**config.mk**
```make
export PLATFORM = sky130hd
export DESIGN_NAME = regfile_mp
export DESIGN_NICKNAME = d
export VERILOG_FILES = /design/src/rtl/regfile_mp.sv
export SDC_FILE = /design/constraint.sdc
export NUM_CORES = 1
export LEC_CHECK = 0
export CAP_MARGIN = 20
export CELL_PAD_IN_SITES_DETAIL_PLACEMENT = 2
export CELL_PAD_IN_SITES_GLOBAL_PLACEMENT = 2
export CORE_MARGIN = 10
export CORE_UTILIZATION = 49
export CTS_CLUSTER_DIAMETER = 60
export CTS_CLUSTER_SIZE = 24
export DETAILED_ROUTE_END_ITERATION = 12
export PLACE_DENSITY = 0.8
export SLEW_MARGIN = 5
export SYNTH_ARGS = -nofsm -noshare
export SYNTH_HDL_FRONTEND = slang
export SYNTH_SLANG_ARGS = --single-unit
```
**constraint.sdc**
```tcl
create_clock -name clk -period 4.1 [get_ports clk]
set_clock_uncertainty 0.05 [all_clocks]
set_input_delay 0.615 -clock clk [delete_from_list [all_inputs] [get_ports clk]]
set_output_delay 0.615 -clock clk [all_outputs]
set_load 0.01 [all_outputs]
```
**src/rtl/regfile_mp.sv**
```systemverilog
// regfile_mp -- parametrised register file with one write port and NUM_RD
// asynchronous read ports. Entry 0 always reads as zero. After reset or a
// clr_req pulse, a clear engine zeroes one entry per cycle while init_busy
// is high. During that time all reads return zero and writes are dropped.
//
// Optional build macro: REGFILE_BYPASS_EN. When it is defined, a write that
// takes effect on the next edge is forwarded combinationally to any read
// port that addresses the same register (write-before-read).
//
// Ports:
//   clk          rising-edge clock
//   reset        synchronous, active-low reset
//   clr_req      one-cycle pulse; restarts the clear sequence
//   rg_wrt_en    write enable
//   rg_wrt_addr  write address
//   rg_wrt_data  write data
//   rg_rd_addr   packed read addresses; port k = [k*ADDR_W +: ADDR_W]
//   rg_rd_data   packed read data;      port k = [k*DATA_W +: DATA_W]
//   init_busy    high while the clear sequence is running
module regfile_mp #(
  parameter int unsigned DATA_W = 32,
  parameter int unsigned ADDR_W = 5,
  parameter int unsigned NUM_RD = 2
) (
  input  logic                       clk,
  input  logic                       reset,
  input  logic                       clr_req,
  input  logic                       rg_wrt_en,
  input  logic [ADDR_W-1:0]          rg_wrt_addr,
  input  logic [DATA_W-1:0]          rg_wrt_data,
  input  logic [NUM_RD*ADDR_W-1:0]   rg_rd_addr,
  output logic [NUM_RD*DATA_W-1:0]   rg_rd_data,
  output logic                       init_busy
);

  localparam int unsigned DEPTH = 2**ADDR_W;

  localparam logic [0:0] CLEAR = 1'b0;
  localparam logic [0:0] READY = 1'b1;

  logic [0:0]        state;
  logic [ADDR_W-1:0] clr_cnt;

  logic [DATA_W-1:0] mem [DEPTH];

  logic              mem_we;
  logic [ADDR_W-1:0] mem_waddr;
  logic [DATA_W-1:0] mem_wdata;
  logic              user_wr;

  // A user write lands only in READY with reset released; address 0 is never stored.
  assign user_wr = reset && (state == READY) && rg_wrt_en && (rg_wrt_addr != '0);

  // The clear engine and the user share a single physical write port so the
  // array stays a plain one-write-port RAM.
  always_comb begin
    mem_we    = 1'b0;
    mem_waddr = rg_wrt_addr;
    mem_wdata = rg_wrt_data;
    if (reset && (state == CLEAR) && !clr_req) begin
      mem_we    = 1'b1;
      mem_waddr = clr_cnt;
      mem_wdata = '0;
    end else if (user_wr) begin
      mem_we = 1'b1;
    end
  end

  always_ff @(posedge clk) begin
    if (mem_we) begin
      mem[mem_waddr] <= mem_wdata;
    end
  end

  always_ff @(posedge clk) begin
    if (!reset) begin
      state   <= CLEAR;
      clr_cnt <= '0;
    end else if (clr_req) begin
      state   <= CLEAR;
      clr_cnt <= '0;
    end else if (state == CLEAR) begin
      clr_cnt <= clr_cnt + 1'b1;
      if (clr_cnt == '1) begin
        state <= READY;
      end
    end
  end

  assign init_busy = (state == CLEAR);

  for (genvar k = 0; k < NUM_RD; k++) begin : g_rd
    logic [ADDR_W-1:0] ra;
    assign ra = rg_rd_addr[k*ADDR_W +: ADDR_W];

    always_comb begin
      rg_rd_data[k*DATA_W +: DATA_W] = mem[ra];
      if (init_busy || (ra == '0)) begin
        rg_rd_data[k*DATA_W +: DATA_W] = '0;
      end
`ifdef REGFILE_BYPASS_EN
      else if (user_wr && (ra == rg_wrt_addr)) begin
        rg_rd_data[k*DATA_W +: DATA_W] = rg_wrt_data;
      end
`endif
    end
  end

endmodule

```
Yosys cells after proc, flatten, opt, wreduce, memory -nomap -nowiden:

Memory sizes are Yosys's and may differ from the RTL's.
Cells that the tools add are included.

* register bits: 6
* RAM bits: 1024
* input port bits: 51
* word-level logic and storage cells: 29
* memories: 1

* add/subtract/negate cells: 1
* eq/ne operators: 1
* mux-type cells: 10
* bitwise gates (word level): 2
* reduce and logical (&&, ||, !) cells: 12

Memories
* mem: depth 32, width 32, read ports 2, clocked after Yosys merged registers in 0, wr ports 1, line 44 `logic [DATA_W-1:0] mem [DEPTH];`

Operator list (number)
* $mux 32: 3
* $logic_not 5->1: 2
* $mux 1: 6
* $add 5x1->5 const B: 1
* $eq 5x5->1 const B: 1
* $logic_and 1x1->1: 5
* $mux 5: 1
* $reduce_bool 5->1: 1
* $logic_or 1x1->1: 2
* $not 1->1: 2
* $reduce_or 2->1: 1
* $logic_not 1->1: 1

Longest topological paths before layout:

Gate-level depths: netlist of run 1.

* word-level depth: 7
* gate-level depth with buffers: 9
* depth with buffers taken out: 5

Worst setup path after synthesis of run 1:

OpenSTA, ideal clock, no wires.

* path kind: input -> register
* start point: input clr_req
* end point: memory mem[18][0] (enable)
* data arrival time: 3107 ps
* required time: 3629 ps
* slack: 522 ps
* stages: 5
* buffers on the path: 1
* cell sequence: nor3b_2 clkbuf_1 mux2i_1 nand2_1 nor2_1

* longest elaborated chain between the ends: 5
* elaborated cells between the ends (all ways): 6

Ends and longest elaborated chain
* start, declared: line 27 `input logic clr_req,`
* $logic_not 1->1 (*): line 60 `if (reset && (state == CLEAR) && !clr_req) begin`
* $logic_and 1x1->1 (*): line 60
* $mux 1: line 60
* $mux 1: line 70 `if (mem_we) begin`
* $mux 1 (not written as such): line 71 `mem[mem_waddr] <= mem_wdata;`
* end, declared: line 44

Every way passes the cells marked *; elsewhere a longest branch is shown, timed or not.

Final worst setup path of run 1:

* start point: input rg_rd_addr[0]
* end point: output rg_rd_data[27]

* longest elaborated chain between the ends: 3
* elaborated cells between the ends (all ways): 4

Ends and longest elaborated chain
* start, declared: line 31 `input logic [NUM_RD*ADDR_W-1:0] rg_rd_addr,`
* branches (longest 2 deep; another with $mem_v2 32x32)
* $mux 32 (*): line 98 `if (init_busy || (ra == '0)) begin`
* end, declared: line 32 `output logic [NUM_RD*DATA_W-1:0] rg_rd_data,`

Every way passes the cells marked *.

==> results of run 1 <==
[final cells by class]
type | instances | area (µm²) | share of cell area (%)
diodes | 2 | 5.00 | 0.00895
clock buffers | 88 | 2170 | 3.88
clock inverters | 62 | 916 | 1.64
inverters | 3 | 11.3 | 0.0201
multi-input cells | 1132 | 16300 | 29.2
flip-flops and latches | 1030 | 30900 | 55.2
well taps | 1276 | 1600 | 2.85
repair buffers | 363 | 4060 | 7.25
[per-layer routing]
metal / track usage (%) / share of wire (%) / up-vias
li1: - / - / 10900
met1: 44.7 / 34 / 16500
met2: 56.4 / 47 / 3118
met3: 9.88 / 13 / 791
met4: 18.2 / 6.1 / 6
met5: 0 / 0.019 / -
[critical path, cell delays in order]
cell and delay, ns:
buf_12 0.25, buf_12 0.27, buf_4 0.28, mux4_2 0.55
a2111oi_1 0.56, nor3_1 0.13, buf_4 0.19, clkdlybuf4s50_1 0.57
[placed cells by master, fill, tap and decap left out, types with 16 or more instances in the layout]
cell type        instances
a2111oi_0               23
a2111oi_1               19
a22o_1                  52
buf_12                  72
buf_4                  163
clkbuf_16               87
clkdlybuf4s50_1        104
edfxtp_1              1024
inv_12                  16
mux2i_1                263
mux4_2                 454
nor2_4                  33
nor2b_1                 24
nor3_1                  25
o221ai_1                33
o22a_1                  32
o22ai_1                 47
[repair_timing]
action | 4_1_cts | 5_1_grt
setup buffers | 0 | 2
hold buffers | 0 | 0
gates cloned | 0 | 1
pin swaps | 3 | 4
endpoints found under the setup margin | 26 | 12
gates resized for setup | 45 | 18
[metrics by stage]
stage / TNS, ns / util [%]
after global placement: -0.411 / 54.3
after CTS: 0 / 57.6
after floorplan: 0 / -
after global routing: -0.169 / 57.9
final: -0.0970 / 57.9
after detailed placement: -1.32 / 54.3
[logic make-up (layout without fill, tap and decap cells)]
family	Yosys count	count (layout)	share of synthesized area, %
AOI/OAI and AO/OA	247	247	4.22
xor gates and xnor gates	3	3	0.0551
adders and majority gates	2	2	0.0525
buffers and inverters	196	516	2.08
DFF	1030	1030	64.8
muxes	721	721	27.1
other	0	2	0
and+or+nand+nor	159	159	1.74
[sequential cells by signal, indices dropped and copies added, names as in the netlist]
register and flops:
mem 1024, state 1, clr_cnt 5
[worst max path at each step]
stage,from,to,depth (start not counted)
detailed placement,rg_rd_addr[3],rg_rd_data[21],8
global route,rg_rd_addr[0],rg_rd_data[27],8
finish,rg_rd_addr[0],rg_rd_data[27],8
global placement,rg_rd_addr[3],rg_rd_data[21],8
CTS,rg_rd_addr[3],rg_rd_data[16],9
floorplan,clr_req,mem[18][0],5
[power groups by stage]
stage	clock, mW	combinational (mW)	sequential (mW)
after floorplan	0	1.11	11.9
after global placement	0	1.72	11.9
after detailed placement	0	1.83	11.9
after CTS	9.47	1.92	11.7
after global routing	9.82	2.06	11.7
final	9.48	2.02	11.7
==> flow_summary.toml, run 1 <==
[power]
power_density_nw_per_um2 = 414
p_sw_mw = 6.10
p_int_mw = 17.1
p_sw_share_pct = 26.3
combPwrFrac_pct = 8.7
power_frac_clock_pct = 40.9
p_seq_share_pct = 50.4
p_leak_nw = 18.2
p_total_mw = 23.2
peakVddDrop_mv = 0.438

[sta]
worstMarginPinSlew_ns = 0.905
hold-worst-slack_ns = 0.550
fmax_mhz = 241
worst_slack_ns = -0.0568
slew_headroom_pct = 39.2
hold_violations = 0
slew_violations = 0
rsz0062_at_grt = "true"
setup_viol = 3
layout_min_cycle_time_ns = 4.16
period_share_pct = 101

[clock_tree]
cts_tree = "yes"
clk_path_buf_depth = 3
numCtsBuffers = 81
clkTransAtPathRegs_ns = 0.08
cts_max_level = 3
clock_latency_ns = 0.68
cts.sinks = 1030
cts_root_buf = "clkbuf_16"

[place]
port_buffers = 115
dpl.hpwl_um = 110000
gp_congestion = 0.838
placed_area_um2 = 52400
pre_cts_ws_ns = -0.257
place_inst = 3792

[yosys]
synth_cell_type_count = 49
synth_cells = 2358
synth_edf_count = 1024
yosysWarnings = 0
synthTopCellsByArea = "edfxtp_1 (65%), mux4_2 (21%), mux2i_1 (5.5%), a22o_1 (0.96%), a2111oi_0 (0.88%)"
synth-seq-cells = 1030
syn_avg_cell_area_um2 = 20.2
yosysTopAreaCell = "edfxtp_1"
synth_common_cells = "edfxtp_1 (1,024), mux4_2 (454), mux2i_1 (263)"
synthFlopType = "edfxtp_1"
synth_top_area_share_pct = 64.5
ys_async_sr_fraction_pct = 0
syn-num-nets = 2411
ys_seq_area_share_pct = 64.8
synth_most_common_cell = "edfxtp_1"
syn_area_um2 = 47700

[drt]
ant_nets = 0
firstDrtPassIters = 5
viasPerCell = 7.91
vias = 31300
drt-initial-drc-count = 5431
drc_errors = 0
routed_wl_um = 201000
wl_per_cell_um = 50.9

[layout]
areaGrowthSynthToFinish_pct = 17.4
fill_cells = 7638
design_area_um2 = 55900
drive_gt1_share_pct = 35.3
fin_nets = 2664
instances_no_fill = 3956

[setup_path]
crit_path_start_kind = "input pin"
cp-end-kind = "primary output"
crit_type = "input pin to primary output"
required_ns = 3.43
rr_endpoint = "mem[3][29]"
cp_max_fo = 22
r2r_cells = 7
r2r_slack_ns = 0.95
cp.arrival_ns = 3.49
rr_startpoint = "state"

[global_routing]
grt_pass1_wl_um = 278000
grt_pass1_vias = 32900
grt-ovfl-total = 0
grt_max_degree = 77
antenna_found_initial = 4
grtUsageTotal_pct = 35.6

[hold_path]
hp-class = "register to register"
worstHoldStart = "clr_cnt[3]"
hold_depth = 2
hold-path-endpoint = "clr_cnt[3]"

[floorplanning]
core_area_um2 = 96600
die_x_um = 332
ios = 116
die_y_um = 332
fp-row-count = 114
start_util_pct = 49.4
fp.dieArea_um2 = 110000

[status]
violations = "negative setup slack"
status = "finished, violations left"

[job]
maxCapViolCount = 0
(Power assumes the default switching activity.)
==> run 2, diff against run 1 <==
CTS_CLUSTER_SIZE = 8   (was 24)
==> flow_summary.toml, run 2 (synthesis results as in run 1) <==
[power]
p_leak_nw = 18.6
combPwrFrac_pct = 8.0
p_sw_mw = 6.12
p_sw_share_pct = 24.2
p_seq_share_pct = 46.4
p_int_mw = 19.2
power_density_nw_per_um2 = 445
power_frac_clock_pct = 45.7
p_total_mw = 25.3
peakVddDrop_mv = 0.501

[status]
status = "finished, violations left"
violations = "negative setup slack"

[sta]
layout_min_cycle_time_ns = 4.12
hold_violations = 0
rsz0062_at_grt = "true"
slew_headroom_pct = 37.2
worstMarginPinSlew_ns = 0.942
fmax_mhz = 243
period_share_pct = 100
slew_violations = 0
fin_setup_tns_ns = -0.0256
setup_viol = 2
hold-worst-slack_ns = 0.581
worst_slack_ns = -0.0167

[drt]
drt-initial-drc-count = 5485
wl_per_cell_um = 51.2
vias = 31800
ant_nets = 0
routed-wl-met3_um = 27000
routed-wl-met2_um = 94600
top_layer = "met5"
routed_wl_um = 204000
viasPerCell = 8.00
drt-met1-wl_um = 69200
drc_errors = 0
firstDrtPassIters = 5

[global_routing]
antenna_found_initial = 6
grt_pass1_vias = 33400
grt_max_degree = 77
grt-ovfl-total = 0
grtUsageTotal_pct = 36.0
grt_pass1_wl_um = 281000

[clock_tree]
cts_max_level = 4
clock_latency_ns = 0.76
clk_path_buf_depth = 3
numCtsBuffers = 147
cts_root_buf = "clkbuf_16"
ctsHoldBuffers = 0
cts_tree = "yes"
clkTransAtPathRegs_ns = 0.04
cts.sinks = 1030

[layout]
fill_cells = 7555
top_register = "mem"
multi_input_area_um2 = 16400
largest_reg_flops = 1024
final_cell_mix = "edfxtp_1 (1,024), mux4_2 (454), mux2i_1 (263)"
final_common_cell = "edfxtp_1"
drive_gt1_share_pct = 35.6
seqCellArea_um2 = 30900
instances_no_fill = 3979
fin_nets = 2726
design_area_um2 = 56900
top_regs = "mem x1024, clr_cnt x5, state x1"
areaGrowthSynthToFinish_pct = 19.3

[setup_path]
critPathTopFamily = "buffers and inverters"
worstPathCellList = "clkdlybuf4s50_1, buf_12, or3_1, buf_6, o22ai_1, a2111oi_1, nor3_2, buf_4, clkdlybuf4s50_1"
crit_path_start_kind = "input pin"
required_ns = 3.43
crit_top_cell = "clkdlybuf4s50_1"
cp.arrival_ns = 3.45
crit_buf_inv = 5
crit_path_max_incr_delay_ns = 0.67
cp-end-kind = "primary output"
crit_slowest_cell = "a2111oi_1"
crit_type = "input pin to primary output"
cp_max_fo = 12

[floorplanning]
start_util_pct = 49.4
die_x_um = 332
fp.dieArea_um2 = 110000
core_area_um2 = 96600
fp-row-count = 114
die_y_um = 332
ios = 116

[place]
gp_congestion = 0.838
place_inst = 3792
placed_area_um2 = 52400
dpl.hpwl_um = 110000
port_buffers = 115

[job]
maxCapViolCount = 0

[hold_path]
hp-class = "register to register"
==> run 2: cell count changes in the layout (fill, tap and decap cells not counted), moves of 5 or more <==
| cell | before | now |
|---|---|---|
| clkinv_4 | 5 | 0 |
| clkinv_8 | 13 | 4 |
| a2111oi_0 | 23 | 17 |
| clkbuf_1 | 1 | 14 |
| inv_8 | 5 | 0 |
| bufinv_16 | 7 | 2 |
| clkbuf_16 | 87 | 152 |
| inv_12 | 16 | 0 |
==> run 2: layer usage <==
metal / global-route usage [%] / up-vias
met2: 55.2 / 3251
met1: 45.5 / 16800
li1: - / 10900
met5: 0 / -
met3: 10.5 / 827
met4: 20.4 / 10
==> run 2: area by class of cell <==
| type | instances | area share [%] |
|---|---|---|
| flip-flops and latches | 1030 | 54.3 |
| multi-input cells | 1132 | 28.8 |
| repair buffers | 359 | 7.04 |
| clock buffers | 165 | 6.74 |
| well taps | 1276 | 2.81 |
| clock inverters | 12 | 0.332 |
| inverters | 3 | 0.0198 |
| diodes | 2 | 0.00880 |
==> run 2: final timing paths <==
check / slack [ns] / endpoint / cells after the start / startpoint
worst min register to register: 0.58 / clr_cnt[1] / 2 / clr_cnt[1]
worst max register to register: 1.04 / mem[2][15] / 7 / state
worst min-delay path: 0.58 / clr_cnt[1] / 2 / clr_cnt[1]
worst max-delay path: -0.02 / rg_rd_data[0] / 9 / rg_rd_addr[3]
==> run 2: what timing repair did <==
| action | 4_1_cts | 5_1_grt |
|---|---|---|
| pin swaps | 2 | 0 |
| setup endpoints to repair | 35 | 19 |
| cloned | 0 | 1 |
| resized for setup | 48 | 25 |
| buffers inserted | 0 | 0 |
==> run 2: power groups by stage <==
stage | Sequential [mW] | Clock (mW) | Combinational, mW
floorplan | 11.9 | 0 | 1.11
global placement | 11.9 | 0 | 1.72
detailed placement | 11.9 | 0 | 1.83
CTS | 11.7 | 11.5 | 1.92
global route | 11.7 | 11.9 | 2.06
finish | 11.7 | 11.5 | 2.01
==> run 2: worst min-delay path, delay by kind of cell (launching register included) <==
family / cells / cell delay (ns)
and+or+nand+nor: 1 / 0.05
muxes: 1 / 0.16
DFF: 1 / 0.37
==> run 2: through the flow <==
step / worst slack [ns] / util, %
6_report: -0.0167 / 58.9
2_1_floorplan: 0.522 / -
3_3_place_gp: -0.200 / 54.3
5_1_grt: -0.146 / 58.9
3_5_place_dp: -0.257 / 54.3
4_1_cts: 0.0171 / 58.6
